==> src/rtl/fifo_clk_dual_pkg.sv <==
// Default geometry for the single-clock elastic FIFO and its derived pointer width.
package fifo_clk_dual_pkg;
  localparam int DATA_W_DEF = 8;
  localparam int DEPTH_DEF  = 8;
  localparam int CNT_W_DEF  = 4;
  localparam int PTR_W_DEF  = $clog2(DEPTH_DEF);
endpackage

==> src/rtl/fifo_clk_dual_mem.sv <==
// FIFO storage: synchronous write port, registered read port (one edge), holds when idle.
// Array contents are not reset; only the read-data register is.
module fifo_clk_dual_mem
  import fifo_clk_dual_pkg::*;
#(
  parameter int DATA_W = DATA_W_DEF,
  parameter int DEPTH  = DEPTH_DEF,
  parameter int PTR_W  = PTR_W_DEF
) (
  input  logic              clk,
  input  logic              rst_n,
  input  logic              wr,
  input  logic [PTR_W-1:0]  wr_addr,
  input  logic [DATA_W-1:0] wr_data,
  input  logic              rd,
  input  logic [PTR_W-1:0]  rd_addr,
  output logic [DATA_W-1:0] rd_data
);

  logic [DATA_W-1:0] mem [DEPTH];

  always_ff @(posedge clk) begin
    if (wr) mem[wr_addr] <= wr_data;
  end

  always_ff @(posedge clk or negedge rst_n) begin
    if (!rst_n)  rd_data <= '0;
    else if (rd) rd_data <= mem[rd_addr];
  end

endmodule

==> src/rtl/fifo_clk_dual.sv <==
// Single-clock FIFO; one-edge registered read, flags decoded from the occupancy counter.
// No backpressure beyond flags: writes when full / reads when empty are dropped; FIFO_CLK_DUAL_ERR_FLAGS_EN adds overflow/underflow pulses.
module fifo_clk_dual
  import fifo_clk_dual_pkg::*;
#(
  parameter int DATA_W = DATA_W_DEF,
  parameter int DEPTH  = DEPTH_DEF,
  parameter int CNT_W  = CNT_W_DEF
) (
  input  logic              clk,
  input  logic              rst_n,
  input  logic [DATA_W-1:0] buf_in,
  output logic [DATA_W-1:0] buf_out,
  input  logic              wr_en,
  input  logic              rd_en,
  output logic              buf_empty,
  output logic              buf_full,
  output logic [CNT_W-1:0]  fifo_counter
`ifdef FIFO_CLK_DUAL_ERR_FLAGS_EN
  ,
  output logic              overflow,
  output logic              underflow
`endif
);

  localparam int PW = $clog2(DEPTH);

  logic [PW-1:0] wr_ptr;
  logic [PW-1:0] rd_ptr;
  logic          wr_ok;
  logic          rd_ok;

  assign buf_empty = (fifo_counter == '0);
  assign buf_full  = (fifo_counter == CNT_W'(DEPTH));
  assign wr_ok     = wr_en && !buf_full;
  assign rd_ok     = rd_en && !buf_empty;

  // Pointers wrap by natural overflow since DEPTH is a power of two.
  always_ff @(posedge clk or negedge rst_n) begin
    if (!rst_n) begin
      wr_ptr <= '0;
      rd_ptr <= '0;
    end else begin
      if (wr_ok) wr_ptr <= wr_ptr + PW'(1);
      if (rd_ok) rd_ptr <= rd_ptr + PW'(1);
    end
  end

  always_ff @(posedge clk or negedge rst_n) begin
    if (!rst_n) begin
      fifo_counter <= '0;
    end else begin
      case ({wr_ok, rd_ok})
        2'b10:   fifo_counter <= fifo_counter + CNT_W'(1);
        2'b01:   fifo_counter <= fifo_counter - CNT_W'(1);
        default: fifo_counter <= fifo_counter;
      endcase
    end
  end

`ifdef FIFO_CLK_DUAL_ERR_FLAGS_EN
  always_ff @(posedge clk or negedge rst_n) begin
    if (!rst_n) begin
      overflow  <= 1'b0;
      underflow <= 1'b0;
    end else begin
      overflow  <= wr_en && buf_full;
      underflow <= rd_en && buf_empty;
    end
  end
`endif

  fifo_clk_dual_mem #(
    .DATA_W (DATA_W),
    .DEPTH  (DEPTH),
    .PTR_W  (PW)
  ) u_mem (
    .clk     (clk),
    .rst_n   (rst_n),
    .wr      (wr_ok),
    .wr_addr (wr_ptr),
    .wr_data (buf_in),
    .rd      (rd_ok),
    .rd_addr (rd_ptr),
    .rd_data (buf_out)
  );

endmodule

==> config.mk <==
export PLATFORM = sky130hd
export DESIGN_NAME = fifo_clk_dual
export DESIGN_NICKNAME = d
export VERILOG_FILES = /design/src/rtl/fifo_clk_dual_pkg.sv /design/src/rtl/fifo_clk_dual_mem.sv /design/src/rtl/fifo_clk_dual.sv
export SDC_FILE = /design/constraint.sdc
export NUM_CORES = 1
export LEC_CHECK = 0
export ABC_CLOCK_PERIOD_IN_PS = 3100
export CAP_MARGIN = 20
export CORE_MARGIN = 3
export CORE_UTILIZATION = 50
export CTS_CLUSTER_SIZE = 28
export DETAILED_ROUTE_END_ITERATION = 16
export DONT_BUFFER_PORTS = 1
export GPL_TIMING_DRIVEN = 0
export PLACE_DENSITY = 0.67
export RECOVER_POWER = 25
export SKIP_LAST_GASP = 1
export SLEW_MARGIN = 20
export SYNTH_ARGS = -nofsm -noshare
export SYNTH_HDL_FRONTEND = slang
export SYNTH_SLANG_ARGS = --single-unit
==> constraint.sdc <==
create_clock -name clk -period 3.1 [get_ports clk]
set_input_delay 0.31 -clock clk [delete_from_list [all_inputs] [get_ports clk]]
set_output_delay 0.31 -clock clk [all_outputs]
set_load 0.005 [all_outputs]
# == After elaboration in Yosys (flattened, before gate mapping) ==
# Memories as Yosys holds them, arrays and structs flattened. A register that Yosys moved wholly into a read port is not among the register bits.
# Cells that the tools add are included.
# op_classes
add_sub_neg,4
eq_ne,3
reduce_logical,7
muxes,3
# op_table
operator,n
one-hot mux 4 bit (2 select lines),1
"adder 3 x 1 -> 3 bit, second input constant",2
"adder 4 x 1 -> 4 bit, second input constant",1
"== test 4 bit, second input constant",1
zero test 4 bit,1
"subtractor 4 x 1 -> 4 bit, second input constant",1
zero test 1 bit,3
"== test 2 x 1 -> 1 bit, second input constant",1
"== test 2 bit, second input constant",1
logical AND 1 bit,2
2-to-1 mux 1 bit,2
nonzero test 2 bit,1
# word_totals
inputBits,12
mem_bits_rw,64
wordCells,21
out_inout_bits,14
memories,1
ff_bits,10
# mem_list
memory,depth,width,rd,rd_ports_with_merged_regs,write_ports,line,source
u_mem.mem,8,8,1,1,1,fifo_clk_dual_mem.sv:20,logic [DATA_W-1:0] mem [DEPTH];

# == Longest topological paths before layout ==
# Gate-level depths: netlist of run 1.
# depth
word_depth,5
ltp_mapped,10
depth_no_buf,9

# == Modules after synthesis ==
# From an unflattened synthesis of run 1, not the netlist that was laid out.
# unflattened
cells_unflattened,226
area_unflattened_um2,3490.8
# modules_own_cells
module,cells_each,area_per_inst_um2,n_inst
fifo_clk_dual_mem,169,2861.5,1
fifo_clk_dual,57,629.4,1

# == Least setup slack after synthesis of run 1 ==
# No wires, ideal clock.
# synth_path
kind,reg2reg
from,register fifo_counter[0]
to,register fifo_counter[3]
slack_ns,0.706
synth_period_minus_slack_ns,2.394
t_arrival_ns,2.278
path_stages_with_launch,9
required_time_ns,2.984
path_cell_list,dfrtp_1 -> buf_6 -> o41ai_4 -> inv_2 -> ha_1 -> ha_1 -> a21oi_1 -> o21ai_0 -> o311ai_0
# synth_between
elab_chain_len,5
elab_cells_between_ends,12
cone_classes,add/sub (2); eq/ne (3); mux (1); reduce/logical (6)
# synth_lines
element,line,source
"start, declared",fifo_clk_dual.sv:18,output logic [CNT_W-1:0] fifo_counter
"start signal, assigned",fifo_clk_dual.sv:54,2'b10: fifo_counter <= fifo_counter + CNT_W'(1);
"start signal, assigned",fifo_clk_dual.sv:55,2'b01: fifo_counter <= fifo_counter - CNT_W'(1);
"start signal, assigned",fifo_clk_dual.sv:56,default: fifo_counter <= fifo_counter;
zero test 4 bit *,fifo_clk_dual.sv:33,assign buf_empty = (fifo_counter == '0);
zero test 1 bit *,fifo_clk_dual.sv:36,assign rd_ok = rd_en && !buf_empty;
logical AND 1 bit *,fifo_clk_dual.sv:36,
via rd_ok,fifo_clk_dual.sv:31,logic rd_ok;
== test 2 x 1 -> 1 bit or == test 2 bit (tied branches),fifo_clk_dual.sv:53,"case ({wr_ok, rd_ok})"
one-hot mux 4 bit (2 select lines) or nonzero test 2 bit (tied branches),--,
# The timed path passes the listed nets; every way through them passes the cells marked *.
# A chain may end at the register's enable or synchronous reset.

# == Worst setup path in the final report of run 1 ==
# layout_path
from,register fifo_counter[1]
to,register fifo_counter[3]
# layout_between
elab_chain_len,5
elab_cells_between_ends,12
cone_classes,add/sub (2); eq/ne (3); mux (1); reduce/logical (6)
# layout_lines
element,line
== test 4 bit or zero test 4 bit (tied branches),"fifo_clk_dual.sv:34, fifo_clk_dual.sv:33"
"zero test 1 bit, on equally long branches","fifo_clk_dual.sv:35, fifo_clk_dual.sv:36"
"logical AND 1 bit, on equally long branches","fifo_clk_dual.sv:35, fifo_clk_dual.sv:36"
== test 2 x 1 -> 1 bit or == test 2 bit (tied branches),fifo_clk_dual.sv:53
one-hot mux 4 bit (2 select lines) or nonzero test 2 bit (tied branches),--
# Several ways; a longest one is shown, not always the timed one.

==> impl_metrics.toml, run 1 <==
[sta]
period_needed_ns = 2.63
setup_tns_ns = 0
min_period_over_period_pct = 84.8
timing.fmax_ghz = 0.380
skew_ns = 0.00893
final-hold-violation-count = 0
worst_pin_slew_ns = 0.807
finalMaxSlewViolations = 0
rsz0062_at_grt = "no"
max_slew_margin_pct = 46.1
finalSetupViolCount = 0

[clocking]
cts_sinks = 82
cts_root_buffer = "clkbuf_8"
htree_levels = 3
cts_tree = "built"
cts_buffer_depth = 2
path_clk_slew_ns = 0.09
clk_latency_ns = 0.35
cts_buffers = 9

[worst_setup_path]
worst-path-max-fanout = 8
arrival_ns = 2.84
crit_type = "reg2reg"
cpPeakStageDelay_ns = 0.51
slowest_stage = "dfrtp_1"
cp-startpoint = "fifo_counter[1]"
crit_top_cell = "ha_1"
startpoint_type = "flop"
r2r_slack_ns = 0.47
worstRegToRegCells = 8
critPathCaptureType = "flop"
timing.rr.start = "fifo_counter[1]"
required_ns = 3.31
timing.rr.end = "fifo_counter[3]"
path_cells = "nor3_1 > a21boi_1 > inv_1 > ha_1 > ha_1 > a21oi_1 > o21ai_0 > o311ai_0"
cp-endpoint = "fifo_counter[3]"

[floorplanning]
ios = 26
die_y_um = 88.6
rows = 29
dieArea_mm2 = 0.00785
dieWidth_um = 88.6
initial_core_util_pct = 52.6
core-area_mm2 = 0.00649

[grt]
grt_use_total_pct = 17.0
grt_pass1_wl_um = 9510
antenna_found_initial = 0
grt_max_degree = 19
grt_pass1_vias = 1763
overflow = 0

[cells_and_area]
insertedDiodeCount = 0
nets = 250
drive_gt1_share_pct = 13.9
stdcell_count = 314
synthToLayoutAreaGrowth_pct = 11.4

[synthesis]
synth_compound_area_share_pct = 6.85
synth.area.mux_share_pct = 10.3
ys_seq_area_share_pct = 69.5
syn-cell-area_mm2 = 0.00341
synthSimpleGateAreaFrac_pct = 6.20
syn_inst = 219
synth_edf_count = 64
synth_flop_cell = "edfxtp_1"
synth_seq_cells = 82
synth_top_area_share_pct = 56.3
yosysUniqueCellTypes = 34
synth-xor-area-share_pct = 1.28
synth.area.top_cells = "edfxtp_1, dfrtp_1, mux2i_1"
syn_avg_cell_area_um2 = 15.6
synth_warnings = 0
synthArstFlopShare_pct = 22.0
syn-num-nets = 237
synth_area_leader_cell = "edfxtp_1"
synth_top_family_by_area = "multiplexers"
synth-adder-area-share_pct = 2.42

[worst_hold_path]
whs_path_depth = 0
min_from = "buf_in[0]"
hold_path.class = "in2reg"

[drt]
drc_errors = 0
dr.first_iter.drc_count = 93
wl_per_cell_um = 19.2
num_vias = 1771
ant_nets = 0
first_pass_iters = 4
totalWireLength_um = 6020
viasPerCell = 5.64

[placed_design]
hpwl_um = 3950
port_buffers = 0
gp_congestion = 0.698
place_inst = 296

[power]
power.density_mw_per_mm2 = 976
p_leak_nw = 1.39
vdd_drop_max_mv = 0.310

[job]
drv_cap = 0

[run_status]
status = "complete, no violations"
==> metal layers <==
| layer | wire, µm | track usage (%) | vias up | part of all wire, % |
|---|---|---|---|---|
| met2 | 2830 | 25.4 | 37 | 47 |
| met3 | 252 | 3.72 | 10 | 4.2 |
| met1 | 2830 | 24.0 | 873 | 47 |
| met5 | 0 | 0 | - | 0 |
| li1 | - | - | 851 | - |
| met4 | 101 | 7.42 | 0 | 1.7 |
==> power breakdown <==
part	internal, mW	leakage [nW]	switching [mW]
Clock	0.616	0.129	0.386
Sequential	1.44	0.796	0.171
Combinational	0.504	0.464	0.595
==> state kept, by name (all words and copies together) (netlist names) <==
signal,cells
u_mem.mem,64
fifo_counter,4
wr_ptr,3
u_mem.rd_data,8
rd_ptr,3
==> placed cells by master (no fill, tap or decap), types with 5 or more instances in the layout <==
master	Yosys	layout
edfxtp_1	64	64
nand2_1	23	23
dfrtp_1	18	18
mux2i_1	17	17
mux2_1	10	10
clkbuf_8	0	9
o22ai_1	8	8
a221o_1	8	8
o21ai_1	8	8
nor2_1	7	7
inv_1	6	6
mux2_2	6	6
nand2b_1	5	5
ha_1	5	5
==> worst min-delay path by stage <==
stage	endpoint	slack [ns]
6_report	u_mem.mem[0][0]	0.05
5_1_grt	u_mem.mem[1][0]	0.03
4_1_cts	u_mem.mem[0][0]	0.04
3_5_place_dp	fifo_counter[1]	0.01
3_3_place_gp	fifo_counter[1]	0.01
2_1_floorplan	fifo_counter[0]	0.01
==> critical path: cells and delay by family, from the launching register on <==
| kind | cells | cell delay [ns] |
|---|---|---|
| AOI/OAI and AO/OA | 4 | 1.12 |
| adders and majority gates | 2 | 0.59 |
| buffers and inverters | 1 | 0.15 |
| DFF | 1 | 0.51 |
| and+or+nand+nor | 1 | 0.12 |
==> synth_stat cells, types with 3 or more instances <==
| master | n |
|---|---|
| nand2b_1 | 5 |
| mux2i_1 | 17 |
| nand2_1 | 23 |
| nor3_1 | 4 |
| mux2_1 | 10 |
| edfxtp_1 | 64 |
| o21ai_0 | 3 |
| a221o_1 | 8 |
| dfrtp_1 | 18 |
| o22ai_1 | 8 |
| inv_1 | 6 |
| ha_1 | 5 |
| nor2_1 | 7 |
| buf_6 | 3 |
| xnor2_1 | 4 |
| mux2_2 | 6 |
| o21ai_1 | 8 |
==> stage by stage <==
| stage | setup WS, ns | total power [mW] | cell area [µm²] | util (%) | hold WS (ns) |
|---|---|---|---|---|---|
| global route | 0.159 | 3.95 | 3800 | 58.5 | 0.0284 |
| finish | 0.471 | 3.71 | 3800 | 58.5 | 0.0520 |
| CTS | 0.260 | 3.74 | 3790 | 58.4 | 0.0353 |
| floorplan | 0.706 | 2.46 | 3410 | - | 0.0144 |
| detailed placement | 0.323 | 2.73 | 3520 | 54.2 | 0.0148 |
| global placement | 0.368 | 2.70 | 3510 | 54.0 | 0.0148 |
==> logic make-up (layout without fill, tap and decap cells) <==
kind of cell / after synthesis / in the layout
flip-flops: 82 / 82
AND/OR/NAND/NOR: 46 / 46
multiplexers: 33 / 33
AO/OA/AOI/OAI: 31 / 31
buffers and inverters: 16 / 34
adder cells (fa/ha/maj): 6 / 6
XOR/XNOR: 5 / 5
==> timing repair <==
item / 4_1_cts / 5_1_grt
endpoints found under the hold margin: 18 / 0
setup buffers: 0 / 1
setup endpoints to repair: 0 / 1
hold buffers: 1 / 0
resized for setup: 0 / 0
==> area by class of cell <==
| cell class | instances | area, µm² |
|---|---|---|
| Clock buffer | 9 | 124 |
| Fill cell | 509 | 2690 |
| Inverter | 7 | 26.3 |
| Buffer | 9 | 92.6 |
| Clock inverter | 7 | 141 |
| Sequential cell | 82 | 2370 |
| Timing Repair Buffer | 2 | 17.5 |
| Multi-Input combinational cell | 121 | 932 |
| Tap cell | 77 | 96.3 |
(Power assumes the default switching activity.)
==> run 2, diff against run 1 <==
- ABC_CLOCK_PERIOD_IN_PS: 3100 -> 2630
- clock period: 3.1 -> 2.63 ns (I/O delays scaled with it)
==> impl_metrics.toml, run 2 (synthesized netlist as in run 1, its figures left out) <==
[floorplanning]
rows = 29
dieArea_mm2 = 0.00785
core-area_mm2 = 0.00649
die_y_um = 88.6
dieWidth_um = 88.6
ios = 26
initial_core_util_pct = 52.6

[drt]
viasPerCell = 5.58
wl_per_cell_um = 18.9
drc_errors = 0
totalWireLength_um = 6070
ant_nets = 0
first_pass_iters = 4
num_vias = 1798
dr.first_iter.drc_count = 90

[clocking]
cts_tree = "built"
cts_buffer_depth = 2
cts_sinks = 82
htree_levels = 3
cts_root_buffer = "clkbuf_8"
cts_buffers = 9
clk_latency_ns = 0.35
path_clk_slew_ns = 0.08

[worst_setup_path]
arrival_ns = 2.61
r2r_slack_ns = 0.26
critPathCaptureType = "flop"
crit_type = "reg2reg"
worst-path-max-fanout = 8
timing.rr.end = "fifo_counter[3]"
startpoint_type = "flop"
timing.rr.start = "fifo_counter[0]"
slowest_stage = "dfrtp_1"
worstRegToRegCells = 9
cpPeakStageDelay_ns = 0.41
required_ns = 2.87
path_cells = "buf_6 > nor3_2 > a21boi_2 > inv_1 > ha_2 > ha_1 > a21oi_1 > o21ai_0 > o311ai_1"

[grt]
grt_pass1_vias = 1804
grt_use_total_pct = 17.2
grt_max_degree = 19
overflow = 0
grt_pass1_wl_um = 9630
antenna_found_initial = 0

[cells_and_area]
mostFrequentLayoutCell = "edfxtp_1"
drive_gt1_share_pct = 14.7
largest_reg_flops = 64
synthToLayoutAreaGrowth_pct = 14.1
largest_register = "u_mem.mem"
nets = 258
insertedDiodeCount = 0
final_cell_mix = "edfxtp_1, nand2_1, dfrtp_1, mux2i_1, mux2_1"
final_core_util_pct = 59.9
reg_top3 = "u_mem.mem x64, u_mem.rd_data x8, fifo_counter x4"
stdcell_count = 322
fillers = 500

[power]
p_clk_share_pct = 26.8
switching_share_pct = 31.3
p_int_mw = 3.03
power.density_mw_per_mm2 = 1130
p_leak_nw = 1.42
p_sw_mw = 1.38
vdd_drop_max_mv = 0.371
power_frac_seq_pct = 43.1
comb_power_share_pct = 30.1

[sta]
period_needed_ns = 2.37
skew_ns = 0.00977
finalMaxSlewViolations = 0
timing.fmax_ghz = 0.422
worst_pin_slew_ns = 0.800
finalSetupViolCount = 0
rsz0062_at_grt = "no"
max_slew_margin_pct = 46.5
post-route-worst-setup-slack_ns = 0.258
min_period_over_period_pct = 90.2
setup_tns_ns = 0
final-hold-violation-count = 0

[run_status]
status = "complete, no violations"

[worst_hold_path]
hold_path.class = "in2reg"
min_from = "rd_en"
whs_path_depth = 4
hold_end = "rd_ptr[1]"

[placed_design]
place_inst = 296
port_buffers = 0
hpwl_um = 3950
place_ws_ns = -0.147
gp_congestion = 0.698

[job]
drv_cap = 0
==> run 2: cell types whose count changed in the layout (fill, tap and decap cells not counted) <==
cell / change
dlygate4sd3_1: +8
a21boi_1: -1
a21boi_2: +1
ha_1: -1
ha_2: +1
nor3_1: -1
nor3_2: +1
o311ai_0: -1
o311ai_1: +1
==> run 2: power groups by stage <==
| stage | clock network [mW] | registers (mW) | logic, mW |
|---|---|---|---|
| floorplan | 0 | 1.87 | 1.03 |
| global placement | 0 | 1.91 | 1.27 |
| detailed placement | 0 | 1.93 | 1.29 |
| CTS | 1.20 | 1.90 | 1.33 |
| global route | 1.27 | 1.94 | 1.48 |
| finish | 1.18 | 1.90 | 1.33 |
==> run 2: worst max path at each step <==
stage | from | endpoint | slack [ns] | cells past startpoint
4_1_cts | fifo_counter[0] | fifo_counter[3] | 0.03 | 9
3_3_place_gp | fifo_counter[0] | fifo_counter[3] | -0.10 | 8
3_5_place_dp | fifo_counter[0] | fifo_counter[3] | -0.15 | 8
6_report | fifo_counter[0] | fifo_counter[3] | 0.26 | 9
5_1_grt | fifo_counter[1] | fifo_counter[3] | 0.04 | 8
2_1_floorplan | fifo_counter[0] | fifo_counter[3] | 0.24 | 8
==> run 2: layout make-up <==
type | instances | area, µm² | share of cell area, %
buffer | 9 | 92.6 | 2.38
inverter | 7 | 26.3 | 0.675
multi-input combinational | 121 | 943 | 24.2
tap | 77 | 96.3 | 2.47
sequential | 82 | 2370 | 60.9
clock inverter | 7 | 141 | 3.63
timing repair buffer | 10 | 97.6 | 2.51
clock buffer | 9 | 124 | 3.18
==> run 2: critical path: cells and delay by family, from the launching register on <==
family	cells	cell delay [ns]
AOI/OAI and AO/OA	4	0.82
adders and majority gates	2	0.51
buffers and inverters	2	0.28
DFF	1	0.41
and+or+nand+nor	1	0.24
==> run 2: what timing repair did <==
item,CTS,global route
pin swaps,1,0
buffers inserted,1,0
hold buffers,9,0
setup endpoints to repair,1,1
endpoints found under the hold margin,82,0
resized for setup,1,3
cloned,0,0
==> run 2: routing by layer <==
metal | track usage (%) | vias to the layer above | wire [µm]
li1 | - | 864 | -
met1 | 24.6 | 890 | 2970
met2 | 25.4 | 35 | 2830
met3 | 3.63 | 9 | 191
met4 | 7.42 | 0 | 78
met5 | 0 | - | 0
==> run 2: stage by stage <==
| step | power [mW] | cell area, µm² | hold WS (ns) |
|---|---|---|---|
| 2_1_floorplan | 2.90 | 3410 | -0.0326 |
| 3_3_place_gp | 3.18 | 3510 | -0.0322 |
| 3_5_place_dp | 3.22 | 3520 | -0.0322 |
| 4_1_cts | 4.43 | 3890 | 0.123 |
| 5_1_grt | 4.69 | 3890 | 0.158 |
| 6_report | 4.41 | 3890 | 0.131 |
==> variant, RTL diff (flow settings as in run 2) <==
`DEPTH_DEF`: 8 -> 4.
--- a/src/rtl/fifo_clk_dual_pkg.sv
+++ b/src/rtl/fifo_clk_dual_pkg.sv
@@ -1,7 +1,7 @@
 // Default geometry for the single-clock elastic FIFO and its derived pointer width.
 package fifo_clk_dual_pkg;
   localparam int DATA_W_DEF = 8;
-  localparam int DEPTH_DEF  = 8;
+  localparam int DEPTH_DEF  = 4;
   localparam int CNT_W_DEF  = 4;
   localparam int PTR_W_DEF  = $clog2(DEPTH_DEF);
 endpackage
Function: changed (a bounded check fails within 10 cycles, from zero or initial values and one cycle with rst_n low).
==> variant against run 2 <==
  * Maximum frequency decreased by 2.3%
  * Power decreased by 45%
  * Critical path depth decreased by 2
  * Wire length decreased by 46%
  * Sequential cell count decreased by 34
  * Hold slack got worse by 0.070 ns
  * Largest cell class unchanged
  * Synthesized area decreased by 40%
  * Synthesized cell count decreased by 40%
  * Largest power group unchanged
  * Design area decreased by 42%
  * Die area decreased by 38%
  * Setup slack got worse by 0.055 ns
  * Critical endpoint unchanged
==> variant: results (changes against run 2) <==
Hold Path Sink=u_mem.mem[0][5]; Clock Latency Late Sink=0.29 ns (-0.06 ns); Net Count, Synth=152 (-36%); Non-Filler Instances=193 (-40%); buffer share of cell area=2.84% (-2.0 points); H-Tree Depth=2 (-1); inverters=8 (+1); FILL cells=296 (-41%); status=finished, final reports clean; Fmax achieved=0.412 GHz (-2.3%); sw frac=33.4% (+2.1 points); vias=1058 (-41%); CTS Hold Bufs=1 (-8); Cells after DPL=180 (-39%); biggest regs=u_mem.mem x32, u_mem.rd_data x8, fifo_counter x4; delay of the slowest critical-path stage=0.52 ns (+0.11 ns); gr usage total=15.5% (-1.7 points); clock-cell share of area=3.73% (-3.1 points); global-route wire length before repair=5740 µm (-40%); detailed placement HPWL=2300 µm (-42%); DIE WIDTH=69.9 µm (-21%); slowest CP cell=or4b_1; most frequent cells after synthesis=edfxtp_1, nand2_1, dfrtp_1; synth top area cells=edfxtp_1, dfrtp_1, mux4_2, nand2_1, ha_1; worst r2r src=fifo_counter[1]; Setup Skew=0.00363 ns (-0.00615 ns); Final GP Congestion=0.793 (+14%); bufs w/o clock=9 (-10); Seq/Total Area, Yosys=66.6% (-2.9 points); WL per Instance=17.0 µm (-9.7%); Reg2Reg Depth=7 (-2); Pleak=0.000848 µW (-40%); hold depth=0 (-4); crit-path max FO=9 (+1); Seq/total area=60.7% (-0.20 points); Hold WS=0.0606 ns (-0.0705 ns); hold_sp=buf_in[5]; Post-synth EDFFs=32 (-50%); Worst-Margin Slew=0.777 ns (-0.0236 ns); # nets final=164 (-36%); cell area power density=1080 mW/mm² (-5.0%)
-- variant: cell count changes in the layout (fill, tap and decap cells not counted), sizes merged, moves of 8 or more --
cell | before | now
a221o | 8 | 0
dlygate4sd3 | 9 | 1
edfxtp | 64 | 32
mux2 | 16 | 2
mux2i | 17 | 0
mux4 | 0 | 8
o21ai | 11 | 2
o22ai | 8 | 0
-- variant: logic make-up (layout without fill, tap and decap cells) --
family,count (synthesis),after routing,synth area share [%]
adder cells (fa/ha/maj),8,8,5.27
multiplexers,10,10,9.92
flip-flops,48,48,66.6
XOR/XNOR,5,5,2.14
AND/OR/NAND/NOR,40,40,9.25
buffers and inverters,12,25,2.76
AO/OA/AOI/OAI,9,9,4.04
-- variant: routing by layer --
layer	vias up	routed length (µm)	track usage [%]	share of wire, %
met2	27	1690	25.5	51
met3	4	159	6.62	4.8
met1	522	1390	18.6	42
met4	0	44	4.47	1.3
met5	-	0	0	0
li1	505	-	-	-
